**src/rtl/down_counter_pkg.sv**
```systemverilog
// rtl/down_counter_pkg.sv - shared state encoding for the loadable down-counter
package down_counter_pkg;

  typedef enum logic [1:0] {
    IDLE = 2'd0,
    RUN  = 2'd1,
    DONE = 2'd2
  } dc_state_t;

endpackage

```
**src/rtl/down_counter.sv**
```systemverilog
// rtl/down_counter.sv - loadable down-counter with start/busy/done handshake
// Optional periodic auto-reload mode: DOWN_COUNTER_AUTO_RELOAD_EN
module down_counter
  import down_counter_pkg::*;
#(
  parameter int size = 4
) (
  input  logic            clk,
  input  logic            rst,
  input  logic            clear,
  input  logic            load,
  input  logic            start,
  input  logic            pause,
  input  logic [size-1:0] dataIn,
  output logic [size-1:0] dataOut,
  output logic            busy,
  output logic            done,
  output logic            zero
);

  localparam logic [size-1:0] count_one = 1;

  dc_state_t       state, state_nxt;
  logic [size-1:0] count, count_nxt;

`ifdef DOWN_COUNTER_AUTO_RELOAD_EN
  logic [size-1:0] reload, reload_nxt;
`endif

  always_comb begin
    state_nxt = state;
    count_nxt = count;
`ifdef DOWN_COUNTER_AUTO_RELOAD_EN
    reload_nxt = reload;
`endif
    if (clear) begin
      state_nxt = IDLE;
      count_nxt = '0;
`ifdef DOWN_COUNTER_AUTO_RELOAD_EN
      reload_nxt = '0;
`endif
    end else begin
      case (state)
        IDLE: begin
          if (load) begin
            count_nxt = dataIn;
`ifdef DOWN_COUNTER_AUTO_RELOAD_EN
            reload_nxt = dataIn;
`endif
          end else if (start) begin
            state_nxt = (count == '0) ? DONE : RUN;
          end
        end
        RUN: begin
          // Terminate on 1->0 (or a stray 0) so the count never wraps.
          if (!pause) begin
            if (count <= count_one) begin
              count_nxt = '0;
              state_nxt = DONE;
            end else begin
              count_nxt = count - count_one;
            end
          end
        end
        DONE: begin
`ifdef DOWN_COUNTER_AUTO_RELOAD_EN
          if (reload != '0) begin
            count_nxt = reload;
            state_nxt = RUN;
          end else begin
            state_nxt = IDLE;
          end
`else
          state_nxt = IDLE;
`endif
        end
        default: state_nxt = IDLE;
      endcase
    end
  end

  always_ff @(posedge clk or negedge rst) begin
    if (!rst) begin
      state <= IDLE;
      count <= '0;
    end else begin
      state <= state_nxt;
      count <= count_nxt;
    end
  end

`ifdef DOWN_COUNTER_AUTO_RELOAD_EN
  always_ff @(posedge clk or negedge rst) begin
    if (!rst) reload <= '0;
    else      reload <= reload_nxt;
  end
`endif

  assign dataOut = count;
  assign busy    = (state == RUN);
  assign done    = (state == DONE);
  assign zero    = (count == '0);

endmodule
```
**config.mk**
```make
export PLATFORM = sky130hd
export DESIGN_NAME = down_counter
export DESIGN_NICKNAME = d
export VERILOG_FILES = /design/src/rtl/down_counter_pkg.sv /design/src/rtl/down_counter.sv
export SDC_FILE = /design/constraint.sdc
export NUM_CORES = 1
export LEC_CHECK = 0
export BUFFER_PORTS_ARGS = -buffer_cell sky130_fd_sc_hd__buf_2
export CAP_MARGIN = 20
export CORE_AREA = 10 10 47 49
export CTS_BUF_LIST = sky130_fd_sc_hd__clkbuf_4
export CTS_CLUSTER_SIZE = 40
export DETAILED_ROUTE_END_ITERATION = 8
export DIE_AREA = 0 0 57 59
export GPL_TIMING_DRIVEN = 0
export HOLD_SLACK_MARGIN = 0.03
export SLEW_MARGIN = 20
export SYNTH_ARGS = -nofsm -noshare
export SYNTH_HDL_FRONTEND = slang
export SYNTH_SLANG_ARGS = --single-unit
```
**constraint.sdc**
```tcl
create_clock -name clk -period 2.8 [get_ports clk]
set_input_delay 0.56 -clock clk [delete_from_list [all_inputs] [get_ports clk]]
set_output_delay 0.56 -clock clk [all_outputs]
set_load 0.005 [all_outputs]
```
# Word level (Yosys, flattened, before mapping)
# Index checks and enable logic that the tools add are counted.
# op_classes
addsub	1
order_cmp	1
n_eq_ne	7
n_mux	12
reduce_logical	5
# ops
op	count
4-bit two-way mux	4
2-bit two-way mux	6
3-bit != test, second input constant	4
4-bit one-hot mux with 2 select lines	1
4-bit by 1-bit less-or-equal comparator with 1-bit output, second input constant	1
4-bit logical NOT	1
2-bit one-hot mux with 2 select lines	1
4-bit AND reduction	1
4-bit by 1-bit subtractor with 4-bit output, second input constant	1
3-bit by 2-bit != test with 1-bit output, second input constant	1
3-bit AND reduction	1
3-bit nonzero test	1
2-bit by 1-bit == test with 1-bit output, second input constant	1
2-bit == test, second input constant	1
2-bit logical NOT	1
# totals
reg_bits	6
input_bits	10
out_inout_bits	7
elab_cells	28

# Longest topological paths before layout
# Gate-level depths: netlist (run 1).
# logic_depth
ltp_word	6
ltp_mapped	6
ltp_nobuf	6

# Least setup slack after synthesis (run 1)
# Ideal clock, no wire load.
# synth_path
path_kind	reg-to-output
startpoint	reg count[0], in the netlist dataOut[0]
endpoint	out zero
t_arrival_ns	0.939
t_required_ns	2.240
slack_ns	1.301
path_stages_with_launch	4
path_buffers	0
cell_sequence	dfrtp_1 -> inv_1 -> ha_1 -> nor3b_1
# synth_between
elab_chain_len	1
# synth_lines
element	line_no	rtl
from (decl)	down_counter.sv:24	logic [size-1:0] count, count_nxt;
from (signal assigned)	down_counter.sv:88	count <= count_nxt;
4-bit logical NOT	down_counter.sv:102	assign zero = (count == '0);
to (decl)	down_counter.sv:18	output logic zero
# No other way between the ends.

# Final worst setup path (run 1)
# Same ends and word-level chain as after synthesis.

==> impl_metrics.env, run 1 <==
export IMPL_cts_resized=0
export IMPL_power_leakage_nw=0.284
export IMPL_drive_above_1_share_pct=35.8
export IMPL_cpPeakStageDelay_ns=0.43
export IMPL_final_cells=83
export IMPL_cts_hold_buf=0
export IMPL_hold_slack_ns=0.135
export IMPL_nNetsFinal=82
export IMPL_layout_setup_ws_ns=0.843
export IMPL_synth_area_leaders="dfrtp_1 (34%), ha_1 (8.6%), o221a_1 (5.1%)"
export IMPL_syn_to_final_growth_pct=28.0
export IMPL_synth_edf_count=0
export IMPL_synth_top_cells_by_count="dfrtp_1 (6), nor2_1 (4), o21ai_0 (4)"
export IMPL_max_freq_mhz=511
export IMPL_io_pins=17
export IMPL_p_total_uw=318
export IMPL_status="completed"
export IMPL_finClkSkew_ns=0.00204
export IMPL_cts_sinks=6
export IMPL_clock_path_buffers=2
export IMPL_seq_area_frac_synth_pct=34.3
export IMPL_gp_congestion=0.768
export IMPL_path_class="register to primary output"
export IMPL_ys_warn_count=0
export IMPL_overflow=0
export IMPL_hp_class="input port to asynchronous set/reset pin"
export IMPL_drt_pass1_iter_count=4
export IMPL_numPortBuffers=16
export IMPL_dpl_worst_slack_ns=1.07
export IMPL_regArea_um2=150
export IMPL_grt_max_degree=8
export IMPL_clock_latency_ns=0.24
export IMPL_cp_end_kind="primary output"
export IMPL_drt_wirelength_per_cell_um=12.7
export IMPL_placed_area_um2=538
export IMPL_critPathTopFamily="flip-flops"
export IMPL_start_kind="register"
export IMPL_grt_pass1_wl_mm=1.67
export IMPL_syn_nets=61
export IMPL_grt_pass1_vias=402
export IMPL_htree_levels=1
export IMPL_cts_setup_buffers=0
export IMPL_ys_ff_latch=6
export IMPL_path_clk_slew_ns=0.04
export IMPL_syn_area_per_cell_um2=9.12
export IMPL_cts_buffers=3
export IMPL_yosysUniqueCellTypes=24
export IMPL_post_route_util_pct=40.0
export IMPL_cts_tree="built"
export IMPL_path_cells="inv_1 > ha_1 > nor3b_1 > buf_2"
export IMPL_antenna_found_initial=0
export IMPL_path_max_fanout=6
export IMPL_multi_input_area_um2=273
export IMPL_fillers=157
export IMPL_max_vdd_ir_drop_v=0.000319
export IMPL_slew_headroom_pct=70.3
export IMPL_grt_use_total_pct=6.03
export IMPL_async_flop_share_pct=100
export IMPL_viasPerCell=5.01
export IMPL_maxCapViolations=0
export IMPL_pwr_density_cell_mw_per_mm2=567
export IMPL_min_period_ns=1.96
export IMPL_synth_area_leader_cell="dfrtp_1"
export IMPL_post_route_period_util_pct=69.9
export IMPL_dieArea_mm2=0.00336
export IMPL_synth_ff_type="dfrtp_1"
export IMPL_num_vias=416
export IMPL_synth_most_common_cell="dfrtp_1"
export IMPL_drt_total_wl_mm=1.05
export IMPL_synth_area_um2=438
export IMPL_drtAntennaViolNets=0
export IMPL_crit_slowest_cell="dfrtp_1"
export IMPL_setup_viol=0
export IMPL_die_h_um=59
export IMPL_fp_row_count=14
export IMPL_final_setup_tns_ns=0
export IMPL_initial_core_util_pct=31.3
export IMPL_required_ns=2.24
export IMPL_hpwlAfterDp_um=909
export IMPL_coreArea_mm2=0.00140
export IMPL_initialDrtViolationCount=1
export IMPL_cp_data_arrival_time_ns=1.40
export IMPL_placed_cells=80
export IMPL_synth_cells=48
export IMPL_drv_slew=0
export IMPL_hold_violations=0
export IMPL_max_slew_worst_pin_slew_ns=0.443
export IMPL_rrSetupSlack_ns=1.15
export IMPL_cts_root_buf="clkbuf_4"
export IMPL_path_buf_inv=2
export IMPL_die_w_um=57
export IMPL_synth_top_cell_area_share_pct=34.3
export IMPL_diodes=0
export IMPL_post_route_drc_count=0
export IMPL_finish_instance_area_um2=561
export IMPL_rsz0062_at_grt="no"
## area by class of cell
| type | count | share of cell area, % |
|---|---|---|
| Clock buffer | 3 | 4.02 |
| Multi-Input combinational cell | 38 | 48.7 |
| Timing Repair Buffer | 16 | 14.3 |
| Sequential cell | 6 | 26.8 |
| Tap cell | 16 | 3.57 |
| Inverter | 4 | 2.68 |
## routing by layer
layer  GRT usage [%]  share of wire, %  up-vias  wire length (um)
li1                -                 -      214                 -
met1            6.13                45      186               474
met2            9.30                44       16               462
met3            4.72                11        0               113
met4            2.01                 0        0                 0
met5               0                 0        -                 0
## cell families (layout without fill, tap and decap cells)
kind of cell	Yosys count	in the layout	synth area share [%]
XOR/XNOR	1	1	2.00
AND/OR/NAND/NOR	19	19	26.6
buffers and inverters	4	23	3.43
AO/OA/AOI/OAI	15	15	25.1
adder cells (fa/ha/maj)	3	3	8.57
flip-flops	6	6	34.3
## layout by cell type (no fill, tap or decap), types with 2 or more instances in the layout
cell | netlist | routed
nor3b_1 | 2 | 2
nand2b_1 | 3 | 3
dfrtp_1 | 6 | 6
inv_1 | 3 | 3
nor2b_1 | 2 | 2
ha_1 | 3 | 3
o221a_1 | 2 | 2
o21ai_0 | 4 | 4
o21ai_1 | 2 | 2
a21oi_1 | 2 | 2
buf_2 | 0 | 16
nor2_1 | 4 | 4
clkbuf_4 | 0 | 3
nand2b_2 | 2 | 2
nand2_1 | 2 | 2
## flip-flops by register name, summed over array words and instances, names as in the netlist
register / count
dataOut: 4
state: 2
## power by group
part	total [mW]	internal (mW)	leakage [nW]	switching [mW]
Combinational	0.120	0.0604	0.190	0.0592
Clock	0.0759	0.0482	0.0138	0.0277
Sequential	0.122	0.100	0.0798	0.0218
Total	0.318	0.209	0.284	0.109
## worst register-to-register path: cells and delay by family (launching register included)
family | cells | cell delay, ns
buffers and inverters | 1 | 0.11
AOI/OAI and AO/OA | 2 | 0.65
DFF | 1 | 0.43
adders and majority gates | 1 | 0.19
and+or+nand+nor | 2 | 0.15
## path summary, 6_finish.rpt
kind,startpoint,depth (start not counted),endpoint
worst max-delay path,dataOut[0],4,zero
worst max register to register,dataOut[0],6,dataOut[1]
worst min-delay path,rst,1,dataOut[0]
min in group clk,clear,2,state[0]
worst min register to register,dataOut[1],1,dataOut[1]
max in group asynchronous,rst,1,state[1]
Note: power is estimated with default switching activity, not from simulation.
==> run 2: changes to the inputs <==
==> constraint.sdc (replaced) <==
create_clock -name clk -period 1.9 [get_ports clk]
set_input_delay 0.38 -clock clk [delete_from_list [all_inputs] [get_ports clk]]
set_output_delay 0.38 -clock clk [all_outputs]
set_load 0.005 [all_outputs]
==> impl_metrics.env, run 2 (same netlist as run 1, synthesis figures left out) <==
export IMPL_min_period_ns=1.66
export IMPL_grt_pass1_wl_mm=1.67
export IMPL_syn_to_final_growth_pct=31.4
export IMPL_dieArea_mm2=0.00336
export IMPL_final_cell_mix="buf_2 (16), dfrtp_1 (6), nor2_1 (4), o21ai_0 (4)"
export IMPL_drive_above_1_share_pct=36.8
export IMPL_final_common_cell="buf_2"
export IMPL_initial_core_util_pct=31.3
export IMPL_nNetsFinal=83
export IMPL_clock_path_buffers=2
export IMPL_numPortBuffers=16
export IMPL_post_route_drc_count=0
export IMPL_cts_sinks=6
export IMPL_gp_congestion=0.768
export IMPL_hold_slack_ns=0.350
export IMPL_num_vias=422
export IMPL_diodes=0
export IMPL_rr_startpoint="dataOut[0]"
export IMPL_path_class="register to primary output"
export IMPL_die_w_um=57
export IMPL_maxCapViolations=0
export IMPL_status="completed"
export IMPL_hp_class="input port to register"
export IMPL_htree_levels=1
export IMPL_grt_use_total_pct=6.03
export IMPL_drt_wirelength_per_cell_um=12.6
export IMPL_slew_headroom_pct=69.1
export IMPL_max_slew_worst_pin_slew_ns=0.461
export IMPL_setup_viol=0
export IMPL_drtAntennaViolNets=0
export IMPL_post_route_period_util_pct=87.6
export IMPL_antenna_found_initial=0
export IMPL_cp_data_arrival_time_ns=1.28
export IMPL_coreArea_mm2=0.00140
export IMPL_max_vdd_ir_drop_v=0.000469
export IMPL_layout_setup_ws_ns=0.236
export IMPL_overflow=0
export IMPL_cts_tree="built"
export IMPL_p_total_uw=474
export IMPL_start_kind="register"
export IMPL_cts_root_buf="clkbuf_4"
export IMPL_hold_start="clear"
export IMPL_viasPerCell=5.02
export IMPL_crit_start="dataOut[0]"
export IMPL_grt_pass1_vias=403
export IMPL_power_leakage_nw=0.291
export IMPL_max_freq_mhz=601
export IMPL_fillers=153
export IMPL_path_clk_slew_ns=0.04
export IMPL_regArea_um2=150
export IMPL_cts_buffers=3
export IMPL_fp_row_count=14
export IMPL_finClkSkew_ns=0.00189
export IMPL_grt_max_degree=8
export IMPL_multi_input_area_um2=278
export IMPL_clock_latency_ns=0.24
export IMPL_dpl_worst_slack_ns=0.249
export IMPL_hold_violations=0
export IMPL_pwr_density_cell_mw_per_mm2=824
export IMPL_cp_end_kind="primary output"
export IMPL_cts_setup_buffers=0
export IMPL_drt_pass1_iter_count=4
export IMPL_die_h_um=59
export IMPL_io_pins=17
export IMPL_drv_slew=0
export IMPL_required_ns=1.52
export IMPL_hpwlAfterDp_um=909
export IMPL_finish_instance_area_um2=576
export IMPL_placed_area_um2=538
export IMPL_initialDrtViolationCount=1
export IMPL_rsz0062_at_grt="no"
export IMPL_final_setup_tns_ns=0
export IMPL_drt_total_wl_mm=1.06
export IMPL_largest_reg_flops=4
export IMPL_path_max_fanout=6
-- run 2: changes by cell type in the layout (fill, tap and decap cells not counted), sizes merged --
cell / before / now
dlygate4sd3: 0 / 1
-- run 2: cell type report --
cell class,instances,share of cell area [%]
tap,16,3.48
clock buffer,3,3.91
multi-input combinational,38,48.3
timing repair buffer,17,15.7
inverter,4,2.61
sequential,6,26.1
-- run 2: path summary, 6_finish.rpt --
check | endpoint | slack (ns) | depth (start not counted)
worst max-delay path | zero | 0.24 | 4
worst min-delay path | state[0] | 0.35 | 2
worst max register to register | dataOut[1] | 0.24 | 6
worst min register to register | dataOut[1] | 0.62 | 1
max in group asynchronous | state[1] | 1.27 | 2
min in group asynchronous | dataOut[0] | 0.50 | 2
-- run 2: timing repair --
| item | in CTS | in global routing |
|---|---|---|
| gates resized for setup | 0 | 1 |
| hold buffers | 1 | 0 |
| endpoints found under the setup margin | 0 | 1 |
| endpoints found under the hold margin | 6 | 0 |
-- run 2: per-layer routing --
metal	wire length, um	part of all wire, %	vias to the layer above	GRT usage, %
met5	0	0	-	0
met4	0	0	0	2.01
met3	114	11	0	4.72
met2	468	44	16	9.30
met1	473	45	190	6.13
li1	-	-	216	-
-- run 2: metrics by stage --
step,cells,utilization [%]
floorplan,48,-
global placement,80,38.4
detailed placement,80,38.4
CTS,84,40.7
global route,84,41.1
finish,84,41.1
-- run 2: worst max-delay path, cell delays in order, from the launching register on --
cell     delay [ns]
dfrtp_1        0.43
inv_1          0.11
ha_1           0.14
nor3b_2        0.22
buf_2          0.16
-- run 2: power by group --
group	total [mW]	switching (mW)	leakage, nW	internal [mW]
combinational	0.181	0.0879	0.197	0.0927
clock	0.112	0.0406	0.0138	0.0711
sequential	0.182	0.0339	0.0798	0.148
total	0.474	0.162	0.291	0.312
